### src/rtl/sprite_pkg.sv
`default_nettype none
// ============================================================================
//  Module      : sprite_pkg
//  Description : Shared constants and FSM state type for the sprite line
//                scheduler (sprite geometry, VGA timing, ROM address width).
//  Revision    : 1.0 - initial release
// ============================================================================
package sprite_pkg;

   localparam int SPRITE_W = 16;
   localparam int SPRITE_H = 16;
   localparam int H_ACTIVE = 640;
   localparam int H_TOTAL  = 800;
   localparam int V_TOTAL  = 525;
   localparam int ROM_AW   = 11;

   typedef enum logic [1:0] {
      ST_IDLE  = 2'd0,
      ST_SCAN  = 2'd1,
      ST_FETCH = 2'd2,
      ST_NEXT  = 2'd3
   } sched_state_t;

endpackage
`default_nettype wire

### src/rtl/sprite_line_scheduler_if.sv
`default_nettype none
// ============================================================================
//  Module      : sprite_line_scheduler_if
//  Description : Sprite ROM port and per-pixel sprite result bundle.
//                master = scheduler side, slave = ROM / video mixer side.
//  Revision    : 1.0 - initial release
// ============================================================================
interface sprite_line_scheduler_if;
   import sprite_pkg::*;

   logic [ROM_AW-1:0] rom_address;
   logic [2:0]        rom_q;
   logic [2:0]        pix_index;
   logic              pix_valid;
   logic [2:0]        pix_slot;

   modport master (
      output rom_address,
      input  rom_q,
      output pix_index,
      output pix_valid,
      output pix_slot
   );

   modport slave (
      input  rom_address,
      output rom_q,
      input  pix_index,
      input  pix_valid,
      input  pix_slot
   );
endinterface
`default_nettype wire

### src/rtl/sprite_line_buffer.sv
`default_nettype none
// ============================================================================
//  Module      : sprite_line_buffer
//  Description : Double-buffered line store: one 16-pixel row of 3-bit palette
//                indices per sprite slot, plus per-slot valid bit and x
//                position. The scheduler fills the shadow copy; the swap strobe
//                moves it to the active copy and empties the shadow.
//  Revision    : 1.0 - initial release
// ============================================================================
module sprite_line_buffer
   import sprite_pkg::*;
#(
   parameter int NUM_SPRITES = 5
) (
   input  logic                                      vga_clk,
   input  logic                                      reset_n,
   input  logic                                      wr_en,
   input  logic [2:0]                                wr_slot,
   input  logic [3:0]                                wr_col,
   input  logic [2:0]                                wr_data,
   input  logic                                      set_valid,
   input  logic [2:0]                                set_slot,
   input  logic [9:0]                                set_x,
   input  logic                                      swap,
   output logic [NUM_SPRITES-1:0]                    act_valid,
   output logic [NUM_SPRITES-1:0][9:0]               act_x,
   output logic [NUM_SPRITES-1:0][SPRITE_W-1:0][2:0] act_pix
);

   logic [NUM_SPRITES-1:0][SPRITE_W-1:0][2:0] r_shadow_pix;
   logic [NUM_SPRITES-1:0][SPRITE_W-1:0][2:0] r_active_pix;
   logic [NUM_SPRITES-1:0]                    r_shadow_valid;
   logic [NUM_SPRITES-1:0]                    r_active_valid;
   logic [NUM_SPRITES-1:0][9:0]               r_shadow_x;
   logic [NUM_SPRITES-1:0][9:0]               r_active_x;

   // Pixel storage: contents are meaningless without the valid bits, so no reset.
   always_ff @(posedge vga_clk) begin
      if (swap) begin
         r_active_pix <= r_shadow_pix;
      end
      if (wr_en) begin
         r_shadow_pix[wr_slot][wr_col] <= wr_data;
      end
   end

   // Valid bits and x latches; swap hands the shadow line over and empties it.
   always_ff @(posedge vga_clk or negedge reset_n) begin
      if (!reset_n) begin
         r_shadow_valid <= '0;
         r_active_valid <= '0;
         r_shadow_x     <= '0;
         r_active_x     <= '0;
      end else begin
         if (swap) begin
            r_active_valid <= r_shadow_valid;
            r_active_x     <= r_shadow_x;
            r_shadow_valid <= '0;
         end
         if (set_valid) begin
            r_shadow_valid[set_slot] <= 1'b1;
            r_shadow_x[set_slot]     <= set_x;
         end
      end
   end

   assign act_valid = r_active_valid;
   assign act_x     = r_active_x;
   assign act_pix   = r_active_pix;

endmodule
`default_nettype wire

### src/rtl/sprite_line_scheduler.sv
`default_nettype none
// ============================================================================
//  Module      : sprite_line_scheduler
//  Description : During horizontal blanking, scans all sprite slots for the
//                next raster line and fetches each hit sprite's 16-pixel row
//                from the shared sprite ROM into a shadow line buffer. At the
//                end of the line the shadow becomes active, and the active
//                line is composited per pixel (lowest opaque slot wins).
//                Optional feature macro: SPRITE_HFLIP_EN (adds spr_hflip input
//                for per-slot horizontal mirroring).
//  Revision    : 1.0 - initial release
// ============================================================================
module sprite_line_scheduler
   import sprite_pkg::*;
#(
   parameter int         NUM_SPRITES     = 5,
   parameter logic [2:0] TRANSPARENT_IDX = 3'd0
) (
   input  logic                         vga_clk,
   input  logic                         reset_n,
   input  logic [9:0]                   DrawX,
   input  logic [9:0]                   DrawY,
   input  logic                         blank,
   input  logic [NUM_SPRITES-1:0]       spr_en,
   input  logic [NUM_SPRITES-1:0][9:0]  spr_x,
   input  logic [NUM_SPRITES-1:0][9:0]  spr_y,
   input  logic [NUM_SPRITES-1:0][2:0]  spr_img,
`ifdef SPRITE_HFLIP_EN
   input  logic [NUM_SPRITES-1:0]       spr_hflip,
`endif
   sprite_line_scheduler_if.master      bus
);

   localparam logic [2:0] c_last_slot = 3'(NUM_SPRITES - 1);

   sched_state_t      r_state;
   logic [2:0]        r_k;
   logic [9:0]        r_target;
   logic [3:0]        r_row;
   logic [2:0]        r_img;
   logic              r_flip;
   logic [3:0]        r_col;
   logic [9:0]        r_x;
   logic              r_hit;
   logic [ROM_AW-1:0] r_rom_address;
   logic              r_wr_en;
   logic [3:0]        r_wr_col;
   logic [2:0]        r_pix_index;
   logic              r_pix_valid;
   logic [2:0]        r_pix_slot;

   logic [9:0]        w_dy;
   logic              w_hit;
   logic              w_flip_in;
   logic              w_line_end;
   logic              w_hblank_start;
   logic [9:0]        w_next_target;
   logic              w_set_valid;

   logic [NUM_SPRITES-1:0]                    w_act_valid;
   logic [NUM_SPRITES-1:0][9:0]               w_act_x;
   logic [NUM_SPRITES-1:0][SPRITE_W-1:0][2:0] w_act_pix;

   logic              w_found;
   logic [2:0]        w_win_idx;
   logic [2:0]        w_win_slot;
   logic [9:0]        w_dx;
   logic [2:0]        w_cand;

`ifdef SPRITE_HFLIP_EN
   assign w_flip_in = spr_hflip[r_k];
`else
   assign w_flip_in = 1'b0;
`endif

   // Vertical hit test is modulo 1024 so sprites partly above the top edge still work.
   assign w_dy           = r_target - spr_y[r_k];
   assign w_hit          = spr_en[r_k] && (w_dy[9:4] == 6'd0);
   assign w_line_end     = (DrawX == 10'(H_TOTAL - 1));
   assign w_hblank_start = (DrawX == 10'(H_ACTIVE));
   assign w_next_target  = (DrawY == 10'(V_TOTAL - 1)) ? 10'd0 : DrawY + 10'd1;
   // A slot completing on the swap cycle itself missed the deadline.
   assign w_set_valid    = (r_state == ST_NEXT) && r_hit && !w_line_end;

   // Scheduler FSM: scan slots, fetch hit rows, abort anything unfinished at line end.
   always_ff @(posedge vga_clk or negedge reset_n) begin
      if (!reset_n) begin
         r_state       <= ST_IDLE;
         r_k           <= '0;
         r_target      <= '0;
         r_row         <= '0;
         r_img         <= '0;
         r_flip        <= 1'b0;
         r_col         <= '0;
         r_x           <= '0;
         r_hit         <= 1'b0;
         r_rom_address <= '0;
         r_wr_en       <= 1'b0;
         r_wr_col      <= '0;
      end else begin
         r_wr_en  <= 1'b0;
         r_wr_col <= r_col;
         if (w_line_end) begin
            r_state       <= ST_IDLE;
            r_k           <= '0;
            r_hit         <= 1'b0;
            r_rom_address <= '0;
         end else begin
            case (r_state)
               ST_IDLE: begin
                  if (w_hblank_start) begin
                     r_state  <= ST_SCAN;
                     r_target <= w_next_target;
                     r_k      <= '0;
                  end
               end
               ST_SCAN: begin
                  r_hit  <= w_hit;
                  r_img  <= spr_img[r_k];
                  r_row  <= w_dy[3:0];
                  r_flip <= w_flip_in;
                  r_x    <= spr_x[r_k];
                  r_col  <= '0;
                  if (w_hit) begin
                     r_state       <= ST_FETCH;
                     r_rom_address <= {spr_img[r_k], w_dy[3:0], (w_flip_in ? 4'hF : 4'h0)};
                  end else begin
                     r_state <= ST_NEXT;
                  end
               end
               ST_FETCH: begin
                  // rom_q for the address now on the bus is written next cycle.
                  r_wr_en <= 1'b1;
                  if (r_col == 4'hF) begin
                     r_state       <= ST_NEXT;
                     r_rom_address <= '0;
                  end else begin
                     r_col         <= r_col + 4'd1;
                     r_rom_address <= {r_img, r_row,
                                       (r_flip ? ~(r_col + 4'd1) : (r_col + 4'd1))};
                  end
               end
               ST_NEXT: begin
                  r_hit <= 1'b0;
                  if (r_k == c_last_slot) begin
                     r_state <= ST_IDLE;
                  end else begin
                     r_k     <= r_k + 3'd1;
                     r_state <= ST_SCAN;
                  end
               end
               default: r_state <= ST_IDLE;
            endcase
         end
      end
   end

   sprite_line_buffer #(
      .NUM_SPRITES (NUM_SPRITES)
   ) u_line_buffer (
      .vga_clk   (vga_clk),
      .reset_n   (reset_n),
      .wr_en     (r_wr_en),
      .wr_slot   (r_k),
      .wr_col    (r_wr_col),
      .wr_data   (bus.rom_q),
      .set_valid (w_set_valid),
      .set_slot  (r_k),
      .set_x     (r_x),
      .swap      (w_line_end),
      .act_valid (w_act_valid),
      .act_x     (w_act_x),
      .act_pix   (w_act_pix)
   );

   // Priority composite: walk slots high to low so the lowest opaque slot overrides.
   always_comb begin
      w_found    = 1'b0;
      w_win_idx  = '0;
      w_win_slot = '0;
      w_dx       = '0;
      w_cand     = '0;
      for (int s = NUM_SPRITES - 1; s >= 0; s--) begin
         w_dx   = DrawX - w_act_x[s];
         w_cand = w_act_pix[s][w_dx[3:0]];
         if (w_act_valid[s] && (w_dx[9:4] == 6'd0) && (w_cand != TRANSPARENT_IDX)) begin
            w_found    = 1'b1;
            w_win_idx  = w_cand;
            w_win_slot = 3'(s);
         end
      end
   end

   // Registered pixel result, one cycle behind DrawX.
   always_ff @(posedge vga_clk or negedge reset_n) begin
      if (!reset_n) begin
         r_pix_index <= '0;
         r_pix_valid <= 1'b0;
         r_pix_slot  <= '0;
      end else begin
         r_pix_index <= w_win_idx;
         r_pix_valid <= w_found && blank;
         r_pix_slot  <= w_win_slot;
      end
   end

   assign bus.rom_address = r_rom_address;
   assign bus.pix_index   = r_pix_index;
   assign bus.pix_valid   = r_pix_valid;
   assign bus.pix_slot    = r_pix_slot;

endmodule
`default_nettype wire
### src/flat_wrapper.sv
// flat-port wrapper written by rule: the top's interface ports become plain ports
module sprite_line_scheduler_flat import sprite_pkg::*;
#(
   parameter int         NUM_SPRITES     = 5,
   parameter logic [2:0] TRANSPARENT_IDX = 3'd0
)
  (vga_clk, reset_n, DrawX, DrawY, blank, spr_en, spr_x, spr_y, spr_img, bus_rom_address, bus_rom_q, bus_pix_index, bus_pix_valid, bus_pix_slot);
  sprite_line_scheduler_if bus_i ();
  input  logic vga_clk;
  input  logic reset_n;
  input  logic [9:0] DrawX;
  input  logic [9:0] DrawY;
  input  logic blank;
  input  logic [NUM_SPRITES-1:0] spr_en;
  input  logic [NUM_SPRITES-1:0][9:0] spr_x;
  input  logic [NUM_SPRITES-1:0][9:0] spr_y;
  input  logic [NUM_SPRITES-1:0][2:0] spr_img;
  output wire logic [$bits(bus_i.rom_address)-1:0] bus_rom_address;
  input wire logic [$bits(bus_i.rom_q)-1:0] bus_rom_q;
  output wire logic [$bits(bus_i.pix_index)-1:0] bus_pix_index;
  output wire logic [$bits(bus_i.pix_valid)-1:0] bus_pix_valid;
  output wire logic [$bits(bus_i.pix_slot)-1:0] bus_pix_slot;
  assign bus_rom_address = bus_i.rom_address;
  assign bus_i.rom_q = bus_rom_q;
  assign bus_pix_index = bus_i.pix_index;
  assign bus_pix_valid = bus_i.pix_valid;
  assign bus_pix_slot = bus_i.pix_slot;
  sprite_line_scheduler #(.NUM_SPRITES(NUM_SPRITES), .TRANSPARENT_IDX(TRANSPARENT_IDX)) u_core (.vga_clk(vga_clk), .reset_n(reset_n), .DrawX(DrawX), .DrawY(DrawY), .blank(blank), .spr_en(spr_en), .spr_x(spr_x), .spr_y(spr_y), .spr_img(spr_img), .bus(bus_i));
endmodule
### config.mk
export PLATFORM = sky130hd
export DESIGN_NAME = sprite_line_scheduler_flat
export DESIGN_NICKNAME = d
export VERILOG_FILES = /design/src/rtl/sprite_pkg.sv /design/src/rtl/sprite_line_scheduler_if.sv /design/src/rtl/sprite_line_buffer.sv /design/src/rtl/sprite_line_scheduler.sv /design/src/flat_wrapper.sv
export SDC_FILE = /design/constraint.sdc
export NUM_CORES = 1
export LEC_CHECK = 0
export CELL_PAD_IN_SITES_DETAIL_PLACEMENT = 0
export CELL_PAD_IN_SITES_GLOBAL_PLACEMENT = 2
export CORE_ASPECT_RATIO = 0.5
export CORE_UTILIZATION = 45
export CTS_BUF_LIST = sky130_fd_sc_hd__clkbuf_4
export DETAILED_ROUTE_END_ITERATION = 8
export PLACE_DENSITY_LB_ADDON = 0.1
export SYNTH_ARGS = -nofsm -noshare
export SYNTH_HDL_FRONTEND = slang
export SYNTH_SLANG_ARGS = --single-unit
export TNS_END_PERCENT = 30
### constraint.sdc
create_clock -name vga_clk -period 7.3 [get_ports vga_clk]
set_input_delay 0.73 -clock vga_clk [delete_from_list [all_inputs] [get_ports vga_clk]]
set_output_delay 0.73 -clock vga_clk [all_outputs]
set_load 0.05 [all_outputs]
==> results of run 1 <==
## layout by cell type, fill, tap and decap left out, types with 35 or more instances in the layout
cell             Yosys  final
edfxtp_1           480    480
clkbuf_4             0    217
nand2_1            176    176
dfrtp_1            170    170
clkdlybuf4s50_1      0    159
nor2_1             157    156
o21ai_0            105    105
mux4_2              74     74
inv_1               69     68
ha_1                63     63
mux2_2              62     62
a21oi_1             55     55
mux2i_1             35     35
## worst register-to-register path, cell delays in order, from the launching register on
cell and delay [ps]:
dfrtp_1 450, buf_4 280, nor2_2 490, buf_4 300
a21oi_1 90, o22a_1 220, ha_1 340, o21ai_0 200
a21oi_1 110, or4_1 490, a21oi_1 150, mux2i_1 160
o41ai_4 1010, mux2i_1 280, nor2_1 50
## area by class of cell
cell class	instances	area, sq um	share of cell area
well taps	812	1016	0.03225
inverters	70	270.3	0.008579
repair buffers	181	1778	0.05644
clock inverters	34	250.2	0.007943
multi-input cells	1032	7889	0.2504
diodes	1	2.502	0.00007943
flip-flops and latches	650	18670	0.5926
clock buffers	217	1629	0.05171
## registers in the layout, indices dropped and copies added (netlist names), 10 cells and up
signal                             cells
u_core.u_line_buffer.act_pix         240
u_core.u_line_buffer.r_shadow_pix    240
u_core.u_line_buffer.act_x            50
u_core.u_line_buffer.r_shadow_x       50
u_core.bus.rom_address                11
u_core.r_target                       10
u_core.r_x                            10
## through the flow
step | hold slack, ps | util | area [sq um] | total power [W]
finish | 367.8 | 0.5307 | 31500 | 0.008648
CTS | 373.0 | 0.5307 | 31500 | 0.008771
global route | 374.1 | 0.5307 | 31500 | 0.009125
detailed placement | 404.5 | 0.4989 | 29610 | 0.005875
global placement | 400.3 | 0.4989 | 29610 | 0.005870
floorplan | 391.1 | - | 27070 | 0.005243
## where the power goes
| part | internal (W) | switching, W | total, W |
|---|---|---|---|
| registers | 0.00408 | 0.000156 | 0.00424 |
| clock network | 0.00147 | 0.00140 | 0.00287 |
| logic | 0.000588 | 0.000948 | 0.00154 |
## layer usage
metal / track usage / share of wire / up-vias / wire length [microns]
met3: 0.05168 / 0.058 / 90 / 3793
met2: 0.3396 / 0.45 / 434 / 29600
met1: 0.3174 / 0.48 / 7760 / 31580
met5: 0 / 0 / - / 0
li1: - / - / 7457 / -
met4: 0.05537 / 0.014 / 0 / 920
## cell families after synthesis
| logic type | after synthesis |
|---|---|
| XOR/XNOR | 35 |
| buffers and inverters | 133 |
| flip-flops | 650 |
| adder cells (fa/ha/maj) | 69 |
| multiplexers | 171 |
| AO/OA/AOI/OAI | 291 |
| AND/OR/NAND/NOR | 466 |
## worst min path at each step
stage               slack (ps)                                             start                                           to  depth (start not counted)
global placement           400  u_core.u_line_buffer.r_shadow_pix[120]$_DFFE_PP_  u_core.u_line_buffer.act_pix[120]$_DFFE_PP_                          0
CTS                        370  u_core.u_line_buffer.r_shadow_pix[212]$_DFFE_PP_  u_core.u_line_buffer.act_pix[212]$_DFFE_PP_                          0
detailed placement         400    u_core.u_line_buffer.r_shadow_pix[0]$_DFFE_PP_    u_core.u_line_buffer.act_pix[0]$_DFFE_PP_                          0
floorplan                  390                       u_core.r_col[1]$_DFFE_PN0P_                 u_core.r_wr_col[1]$_DFF_PN0_                          0
finish                     370  u_core.u_line_buffer.r_shadow_pix[212]$_DFFE_PP_  u_core.u_line_buffer.act_pix[212]$_DFFE_PP_                          0
global route               370                                             blank               u_core.bus.pix_valid$_DFF_PN0_                          2
==> metrics.md, run 1 <==
| Metric | Value |
|---|---|
| Synth Area in Compound Gates | `0.06924` |
| H-tree Lvls | `4` |
| Buffering stage count on the worst path with inverters included | `2` |
| Routed via count divided by cell count | `5.252` |
| Share of final-layout standard cells stronger than drive strength 1 | `0.1850` |
| Count of yosys warnings during synthesis | `0` |
| Adder-cell share of the synthesized area | `0.03356` |
| WL/cell | `21.98 microns` |
| # DRC | `0` |
| Die span in y | `175.4 microns` |
| Crit path max-delay cell type | `o41ai_4` |
| Kind of critical path | `reg -> reg` |
| Kind of cell with the highest combined delay on the critical path | `compound AO/OA/AOI/OAI gates` |
| Hold-fix buffers, CTS | `1` |
| Cell Count Post-Placement | `2,744` |
| FF-to-FF Start | `u_core.r_k[0]$_DFFE_PN0P_` |
| Total negative setup slack | `0 ps` |
| Resized Gates After CTS | `0` |
| Arrival time worst endpoint | `5490 ps` |
| Crit path to | `u_core.bus.rom_address[3]$_DFFE_PN0P_` |
| Cell type with the largest total area after synthesis | `edfxtp_1` |
| Worst-Skew Late Latency | `900 ps` |
| Xor and xnor area share after synthesis | `0.01132` |
| Highest Clock Rate | `210.0 MHz` |
| Portion of the post-synthesis area used by sequential elements | `0.6896` |
| Leakage Power | `11.69 nW` |
| Synth top area share | `0.5325` |
| Maximum clock insertion buffer count | `3` |
| FF-to-FF setup slack | `2540 ps` |
| Cell area after technology mapping | `0.02707 sq mm` |
| Vias | `15,741` |
| Die extent in x | `348.9 microns` |
| Mux cell area share after synthesis | `0.1003` |
| CTS clock-pin slew for the worst setup and hold paths | `80 ps` |
| Final #Nets | `2,298` |
| Count of cell instances traversed by the critical path | `14` |
| Number of buffers created by CTS | `148` |
| Period utilization | `0.6523` |
| Number of cells traversed by the worst register-to-register path | `14` |
| Final-report hold violation count | `0` |
| Delay of the slowest cell on the worst path | `1010 ps` |
| Die Outline Area | `0.06120 sq mm` |
| Layout-stage area growth over the synthesis result | `16.38%` |
| Most instantiated cells after synthesis | `edfxtp_1, nand2_1, dfrtp_1, nor2_1, o21ai_0` |
| RSZ-0062 raised after global routing | `false` |
| Final Non-Filler Cells | `2,997` |
| Placement Setup Slack | `2028 ps` |
| Post-detailed-placement half-perimeter wirelength | `43.88 mm` |
| Peak ir drop on the vdd network | `152.0 uV` |
| Distinct cells, synth | `70` |
| Hold Path Class | `reg -> reg` |
| Maximum clock skew at final layout | `72.88 ps` |
| Postcts setup bufs | `0` |
| Clock root buffer | `clkbuf_4` |
| Worst Setup SP | `u_core.r_k[0]$_DFFE_PN0P_` |
| Final critical-path required period | `4761 ps` |
| Crit path required time | `8030 ps` |
| Placer's final routability congestion estimate | `0.8156` |
| R2r endpoint | `u_core.bus.rom_address[3]$_DFFE_PN0P_` |
| Dominant combinational cell family by area after synthesis | `multiplexers` |
| Final setup vio count | `0` |
| Cell chain of the critical path | `buf_4, nor2_2, buf_4, a21oi_1, o22a_1, ha_1, o21ai_0, a21oi_1, or4_1, a21oi_1, mux2i_1, o41ai_4, mux2i_1, nor2_1` |
| CP most frequent cell | `a21oi_1` |
| Worst Setup End Kind | `register` |
| Antenna violations before repair | `1` |
| Overall track demand over capacity in global routing | `0.2206` |
| Congestion Overflow GR | `0` |
| Average size of a mapped cell | `14.91 sq um` |
| Status | `finished, final reports clean` |
| Total Routed Length | `65.89 mm` |
| Number of cell rows | `63` |
| Gate Count Post-Synth | `1,815` |
| Final Worst Setup Slack | `2539 ps` |
| Largest driver fanout on the critical path | `28` |
| Synth Register Bits | `650` |
| Total power divided by cell area | `274.5 mW/mm^2` |
| Max-slew violations | `0` |
| Startpoint type of the worst setup path | `register` |
| Area of the placeable core | `0.05936 sq mm` |
| Initial core utilization | `0.4561` |
| Share of synthesized cell area in and, or, nand and nor gates | `0.07691` |
| Synthesized net count | `2,030` |
| Sinks on Clock Net | `650` |
| Most common cell in the netlist | `edfxtp_1` |
| Number of global-route vias before repair | `16,222` |
| Number of max-cap violations | `0` |
| I/O pin total | `164` |
| Dominant register cell in the synthesized netlist | `edfxtp_1` |
| EDFF count, synth | `480` |
| Number of buffer cells added on primary ports | `163` |
| Number of fill cells in the layout | `5,003` |
| Number of iterations in the first detailed-routing pass | `7` |
| Largest net degree at the start of global routing | `137` |
| CTS tree | `built` |
| Fraction of registers with async set/reset | `0.2615` |
| Worst slew margin relative to its limit | `0.2221` |
| Global-route wire length before repair | `99.62 mm` |
| Post-DRT Antenna Nets | `0` |
| Synth top area cells | `edfxtp_1, dfrtp_1, mux4_2, ha_1, mux2_2` |
| Worst-Margin Slew | `1164 ps` |
| Initial DRC count | `1,294` |
No activity file was read; power rests on OpenSTA's default activity.
==> run 2, diff against run 1 <==
clock period = 4.9 ns   (was 7.3 ns; I/O delays follow)
==> metrics.md, run 2 (same netlist as run 1, synthesis figures left out) <==
| Metric | Value |
|---|---|
| Startpoint type of the worst setup path | `register (unchanged)` |
| Worst slew margin relative to its limit | `0.3122 (was 0.2221)` |
| Worst Hold Slack | `216.4 ps (was 367.8 ps)` |
| Kind of critical path | `reg -> reg (unchanged)` |
| # DRC | `0 (unchanged)` |
| Final critical-path required period | `4038 ps (was 4761 ps)` |
| Largest driver fanout on the critical path | `19 (was 28)` |
| Number of cells traversed by the worst register-to-register path | `15 (was 14)` |
| Worst-Margin Slew | `1029 ps (was 1164 ps)` |
| Final-report hold violation count | `0 (unchanged)` |
| Worst Setup End Kind | `register (unchanged)` |
| Clock root buffer | `clkbuf_4 (unchanged)` |
| Sinks on Clock Net | `650 (unchanged)` |
| Leakage Power | `11.93 nW (was 11.69 nW)` |
| Vias | `16,038 (was 15,741)` |
| Number of fill cells in the layout | `5,015 (was 5,003)` |
| Maximum clock skew at final layout | `66.93 ps (was 72.88 ps)` |
| Antenna violations before repair | `3 (was 1)` |
| Utilization after layout | `0.5372 (was 0.5307)` |
| Number of buffers created by CTS | `150 (was 148)` |
| Die span in y | `175.4 microns (unchanged)` |
| Overall track demand over capacity in global routing | `0.2249 (was 0.2206)` |
| Final setup vio count | `0 (unchanged)` |
| Number of global-route vias before repair | `15,995 (was 16,222)` |
| Worst-Skew Late Latency | `880 ps (was 900 ps)` |
| Die extent in x | `348.9 microns (unchanged)` |
| Hold-fix buffers, CTS | `2 (was 1)` |
| Placer's final routability congestion estimate | `0.8327 (was 0.8156)` |
| Total Power Consumption | `0.01306 W (was 0.008648 W)` |
| RSZ-0062 raised after global routing | `false (unchanged)` |
| I/O pin total | `164 (unchanged)` |
| Total Routed Length | `68.38 mm (was 65.89 mm)` |
| Postcts setup bufs | `0 (unchanged)` |
| Final #Nets | `2,335 (was 2,298)` |
| Maximum clock insertion buffer count | `3 (unchanged)` |
| Initial DRC count | `1,304 (was 1,294)` |
| CTS clock-pin slew for the worst setup and hold paths | `80 ps (about the same)` |
| Resized Gates After CTS | `0 (unchanged)` |
| Highest Clock Rate | `247.6 MHz (was 210.0 MHz)` |
| Total power divided by cell area | `409.6 mW/mm^2 (was 274.5 mW/mm^2)` |
| WL/cell | `22.44 microns (was 21.98 microns)` |
| Number of buffer cells added on primary ports | `163 (unchanged)` |
| Layout-stage area growth over the synthesis result | `17.78% (was 16.38%)` |
| Post-route cell area | `0.03188 sq mm (was 0.03150 sq mm)` |
| Area of the placeable core | `0.05936 sq mm (unchanged)` |
| Max-slew violations | `0 (unchanged)` |
| Routed via count divided by cell count | `5.264 (was 5.252)` |
| Initial core utilization | `0.4561 (unchanged)` |
| Share of final-layout standard cells stronger than drive strength 1 | `0.2029 (was 0.1850)` |
| Number of cell rows | `63 (unchanged)` |
| Die Outline Area | `0.06120 sq mm (unchanged)` |
| Hold Path Class | `in -> async (was reg -> reg)` |
| Delay of the slowest cell on the worst path | `590 ps (was 1010 ps)` |
| H-tree Lvls | `4 (unchanged)` |
| Placed Instance Area | `0.02988 sq mm (was 0.02961 sq mm)` |
| Status | `finished, final reports clean (unchanged)` |
| Most common library cell in the layout ignoring fill and taps | `edfxtp_1 (unchanged)` |
| Global-route wire length before repair | `100.6 mm (was 99.62 mm)` |
| Number of iterations in the first detailed-routing pass | `5 (was 7)` |
| Peak ir drop on the vdd network | `199.1 uV (was 152.0 uV)` |
| Congestion Overflow GR | `0 (unchanged)` |
| CTS tree | `built (unchanged)` |
| Total negative setup slack | `0 ps (unchanged)` |
| Most frequent cells in the layout | `edfxtp_1, clkbuf_4, nand2_1, dfrtp_1, clkdlybuf4s50_1 (unchanged)` |
| Post-DRT Antenna Nets | `0 (unchanged)` |
| Number of max-cap violations | `0 (unchanged)` |
| Arrival time worst endpoint | `4750 ps (was 5490 ps)` |
| Period utilization | `0.8242 (was 0.6523)` |
| Largest net degree at the start of global routing | `92 (was 137)` |
| Crit path required time | `5610 ps (was 8030 ps)` |
| Cell chain of the critical path | `nor2b_1, buf_4, a22oi_1, o22a_1, ha_1, nor2b_1, o21ai_0, a21oi_1, or4_1, a21oi_1, mux2i_1, o41ai_4, buf_4, mux2i_1, nor2_1 (was buf_4, nor2_2, buf_4, a21oi_1, o22a_1, ha_1, o21ai_0, a21oi_1, or4_1, a21oi_1, mux2i_1, o41ai_4, mux2i_1, nor2_1)` |
| Post-detailed-placement half-perimeter wirelength | `46.48 mm (was 43.88 mm)` |
| Crit path max-delay cell type | `dfrtp_1 (was o41ai_4)` |
-- run 2: cell types whose count changed in the layout (fill, tap and decap cells not counted) --
cell | before | now
diode_2 | 1 | 2
clkbuf_4 | 217 | 231
clkinv_4 | 2 | 3
bufinv_16 | 3 | 2
clkinv_1 | 19 | 18
inv_8 | 1 | 3
clkinvlp_4 | 3 | 2
buf_4 | 19 | 48
buf_12 | 1 | 3
buf_2 | 0 | 3
dlygate4sd3_1 | 1 | 2
-- run 2: where the power goes --
part	internal [W]	switching, W
Clock	0.00227	0.00215
Combinational	0.000911	0.00142
Sequential	0.00608	0.000228
-- run 2: worst max-delay path: cells and delay by family, from the launching register on --
kind            cells  cell delay, ps
compound gates      6            1280
flops               1             590
mux                 2             380
simple gates        4             840
buf+inv             2             540
fa+ha+maj           1             310
-- run 2: per-stage QoR --
stage | setup slack [ps] | std cells
floorplan | 564.2 | 1815
global placement | 548.9 | 2778
detailed placement | 486.1 | 2778
CTS | 820.6 | 3045
global route | 549.8 | 3047
finish | 861.6 | 3047
-- run 2: metal layers --
layer | track usage | wire, microns | vias up
met4 | 0.05154 | 863 | 0
li1 | - | - | 7537
met5 | 0 | 0 | -
met3 | 0.05930 | 4749 | 70
met1 | 0.3224 | 32010 | 7940
met2 | 0.3448 | 30760 | 491
-- run 2: area by class of cell --
type,count,area [sq um],share of cell area
sequential,650,18670,0.5855
clock inverter,34,240.2,0.007535
multi-input combinational,1032,7889,0.2474
timing repair buffer,216,2061,0.06463
antenna,2,5.005,0.0001570
tap,812,1016,0.03187
inverter,70,270.3,0.008477
clock buffer,231,1734,0.05439
-- run 2: final timing paths --
path	start	to	slack [ps]
worst max register to register	u_core.r_k[2]$_DFFE_PN0P_	u_core.bus.rom_address[3]$_DFFE_PN0P_	860
min in group vga_clk	bus_rom_q[1]	u_core.u_line_buffer.r_shadow_pix[235]$_DFFE_PP_	230
worst min register to register	u_core.u_line_buffer.r_shadow_pix[11]$_DFFE_PP_	u_core.u_line_buffer.act_pix[11]$_DFFE_PP_	380
worst min-delay path	reset_n	u_core.u_line_buffer.r_shadow_x[40]$_DFFE_PN0P_	220
worst max-delay path	u_core.r_k[2]$_DFFE_PN0P_	u_core.bus.rom_address[3]$_DFFE_PN0P_	860
max in group asynchronous	reset_n	u_core.u_line_buffer.act_x[25]$_DFFE_PN0P_	3430
==> run 3, diff against run 2 <==
clock period = 4 ns   (was 4.9 ns; I/O delays follow)
==> metrics.md, run 3 (same netlist as run 1, synthesis figures left out) <==
| Metric | Value |
|---|---|
| Routed via count divided by cell count | `5.266 (was 5.264)` |
| Arrival time worst endpoint | `4470 ps (was 4750 ps)` |
| Die span in y | `175.4 microns (unchanged)` |
| WL/cell | `21.71 microns (was 22.44 microns)` |
| Worst Setup SP | `u_core.r_k[1]$_DFFE_PN0P_ (was u_core.r_k[2]$_DFFE_PN0P_)` |
| Layout-stage area growth over the synthesis result | `19.04% (was 17.78%)` |
| FF-to-FF Start | `u_core.r_k[1]$_DFFE_PN0P_ (was u_core.r_k[2]$_DFFE_PN0P_)` |
| Post-detailed-placement half-perimeter wirelength | `45.86 mm (was 46.48 mm)` |
| Total Routed Length | `66.60 mm (was 68.38 mm)` |
| Most frequent cells in the layout | `edfxtp_1, clkbuf_4, nand2_1, dfrtp_1, clkdlybuf4s50_1 (unchanged)` |
| Post-route cell area | `0.03222 sq mm (was 0.03188 sq mm)` |
| Final #Nets | `2,365 (was 2,335)` |
| Number of global-route vias before repair | `16,244 (was 15,995)` |
| Hold Path Class | `in -> reg (was in -> async)` |
| Most common library cell in the layout ignoring fill and taps | `edfxtp_1 (unchanged)` |
| Global-route wire length before repair | `99.42 mm (was 100.6 mm)` |
| Overall track demand over capacity in global routing | `0.2206 (was 0.2249)` |
| Number of buffer cells added on primary ports | `163 (unchanged)` |
| Worst slew margin relative to its limit | `0.2511 (was 0.3122)` |
| Peak ir drop on the vdd network | `221.1 uV (was 199.1 uV)` |
| Antenna violations before repair | `2 (was 3)` |
| Kind of critical path | `reg -> reg (unchanged)` |
| Utilization after layout | `0.5429 (was 0.5372)` |
| Number of max-cap violations | `0 (unchanged)` |
| Final setup vio count | `0 (unchanged)` |
| Worst-Skew Late Latency | `870 ps (was 880 ps)` |
| Area of the placeable core | `0.05936 sq mm (unchanged)` |
| CTS clock-pin slew for the worst setup and hold paths | `60 ps (was 80 ps)` |
| Initial core utilization | `0.4561 (unchanged)` |
| Maximum clock insertion buffer count | `3 (unchanged)` |
| Leakage Power | `12.09 nW (was 11.93 nW)` |
| I/O pin total | `164 (unchanged)` |
| Post-DRT Antenna Nets | `0 (unchanged)` |
| Placer's final routability congestion estimate | `0.8158 (was 0.8327)` |
| Initial DRC count | `1,124 (was 1,304)` |
| Number of buffers created by CTS | `149 (was 150)` |
| Die Outline Area | `0.06120 sq mm (unchanged)` |
| Number of iterations in the first detailed-routing pass | `5 (unchanged)` |
| H-tree Lvls | `4 (unchanged)` |
| Period utilization | `0.9329 (was 0.8242)` |
| Placed Instance Area | `0.03032 sq mm (was 0.02988 sq mm)` |
| RSZ-0062 raised after global routing | `false (unchanged)` |
| Largest net degree at the start of global routing | `109 (was 92)` |
| Worst-Margin Slew | `1123 ps (was 1029 ps)` |
| Number of cell rows | `63 (unchanged)` |
| Max-slew violations | `0 (unchanged)` |
| Highest Clock Rate | `268.0 MHz (was 247.6 MHz)` |
| Maximum clock skew at final layout | `32.17 ps (was 66.93 ps)` |
| Startpoint type of the worst setup path | `register (unchanged)` |
| Worst Setup End Kind | `register (unchanged)` |
| Total power divided by cell area | `494.5 mW/mm^2 (was 409.6 mW/mm^2)` |
| Cell Count Post-Placement | `2,810 (was 2,778)` |
| Final-report hold violation count | `0 (unchanged)` |
| Final Non-Filler Cells | `3,068 (was 3,047)` |
| Postcts setup bufs | `0 (unchanged)` |
| Die extent in x | `348.9 microns (unchanged)` |
| Clock root buffer | `clkbuf_4 (unchanged)` |
| Share of final-layout standard cells stronger than drive strength 1 | `0.2107 (was 0.2029)` |
| Final critical-path required period | `3732 ps (was 4038 ps)` |
| Largest driver fanout on the critical path | `19 (unchanged)` |
| Vias | `16,157 (was 16,038)` |
| Sinks on Clock Net | `650 (unchanged)` |
| Congestion Overflow GR | `0 (unchanged)` |
| Crit path required time | `4740 ps (was 5610 ps)` |
| Min-Delay Startpoint | `blank` |
| CTS tree | `built (unchanged)` |
| Status | `finished, final reports clean (unchanged)` |
| # DRC | `0 (unchanged)` |
-- run 3: cell types whose count changed in the layout (fill, tap and decap cells not counted), sizes merged --
cell,before,now
inv,77,74
clkbuf,232,226
clkinv,23,22
dlygate4sd3,2,1
buf,54,86
-- run 3: final timing paths --
| check | cells past startpoint | slack, ps | end |
|---|---|---|---|
| worst max-delay path | 15 | 270 | u_core.bus.rom_address[3]$_DFFE_PN0P_ |
| worst min-delay path | 2 | 170 | u_core.bus.pix_valid$_DFF_PN0_ |
| worst max register to register | 15 | 270 | u_core.bus.rom_address[3]$_DFFE_PN0P_ |
| worst min register to register | 0 | 410 | u_core.u_line_buffer.act_pix[60]$_DFFE_PP_ |
| max in group asynchronous | 3 | 2880 | u_core.u_line_buffer.r_shadow_x[6]$_DFFE_PN0P_ |
| min in group asynchronous | 2 | 210 | u_core.r_target[2]$_DFFE_PN0P_ |
-- run 3: through the flow --
stage	setup slack, ps	hold WS [ps]	total power [W]	setup TNS (ps)
after floorplan	-335.8	104.4	0.009569	-3306
after global placement	45.29	400.5	0.01088	0
after detailed placement	-3.955	404.5	0.01088	-3.955
after CTS	156.8	83.66	0.01616	0
after global routing	11.24	94.08	0.01678	0
final	268.4	174.4	0.01593	0
-- run 3: what timing repair did --
action	4_1_cts	5_1_grt
gates resized for setup	0	3
hold buffers	1	0
endpoints found under the hold margin	107	0
setup endpoints to repair	0	12
-- run 3: routing by layer --
metal / global-route usage / vias up / part of all wire
met5: 0 / - / 0
li1: - / 7605 / -
met1: 0.3127 / 7996 / 0.47
met4: 0.06232 / 0 / 0.018
met3: 0.05909 / 75 / 0.066
met2: 0.3364 / 481 / 0.45
-- run 3: worst max-delay path, stage by stage (launching register included) --
cell,delay (ps)
dfrtp_2,480
buf_4,270
mux4_2,320
nor2b_1,150
a31oi_1,180
ha_1,280
o21ai_0,140
a21oi_1,150
buf_4,160
o21ai_0,270
a31oi_1,180
xnor2_1,230
o41ai_4,360
buf_12,200
mux2i_1,190
nor2_1,50
-- run 3: layout make-up --
| class | count | area [sq um] |
|---|---|---|
| fillers | 4998 | 27130 |
| flip-flops and latches | 650 | 18670 |
| multi-input cells | 1032 | 7889 |
| repair buffers | 247 | 2491 |
| clock buffers | 225 | 1689 |
| well taps | 812 | 1016 |
| inverters | 70 | 270.3 |
| clock inverters | 30 | 192.7 |
| diodes | 2 | 5.005 |
-- run 3: power by group --
group	internal [W]	leakage, nW	switching (W)
clock	0.00269	1.12	0.00253
sequential	0.00745	6.43	0.000290
combinational	0.00121	4.54	0.00176
total	0.0114	12.1	0.00458
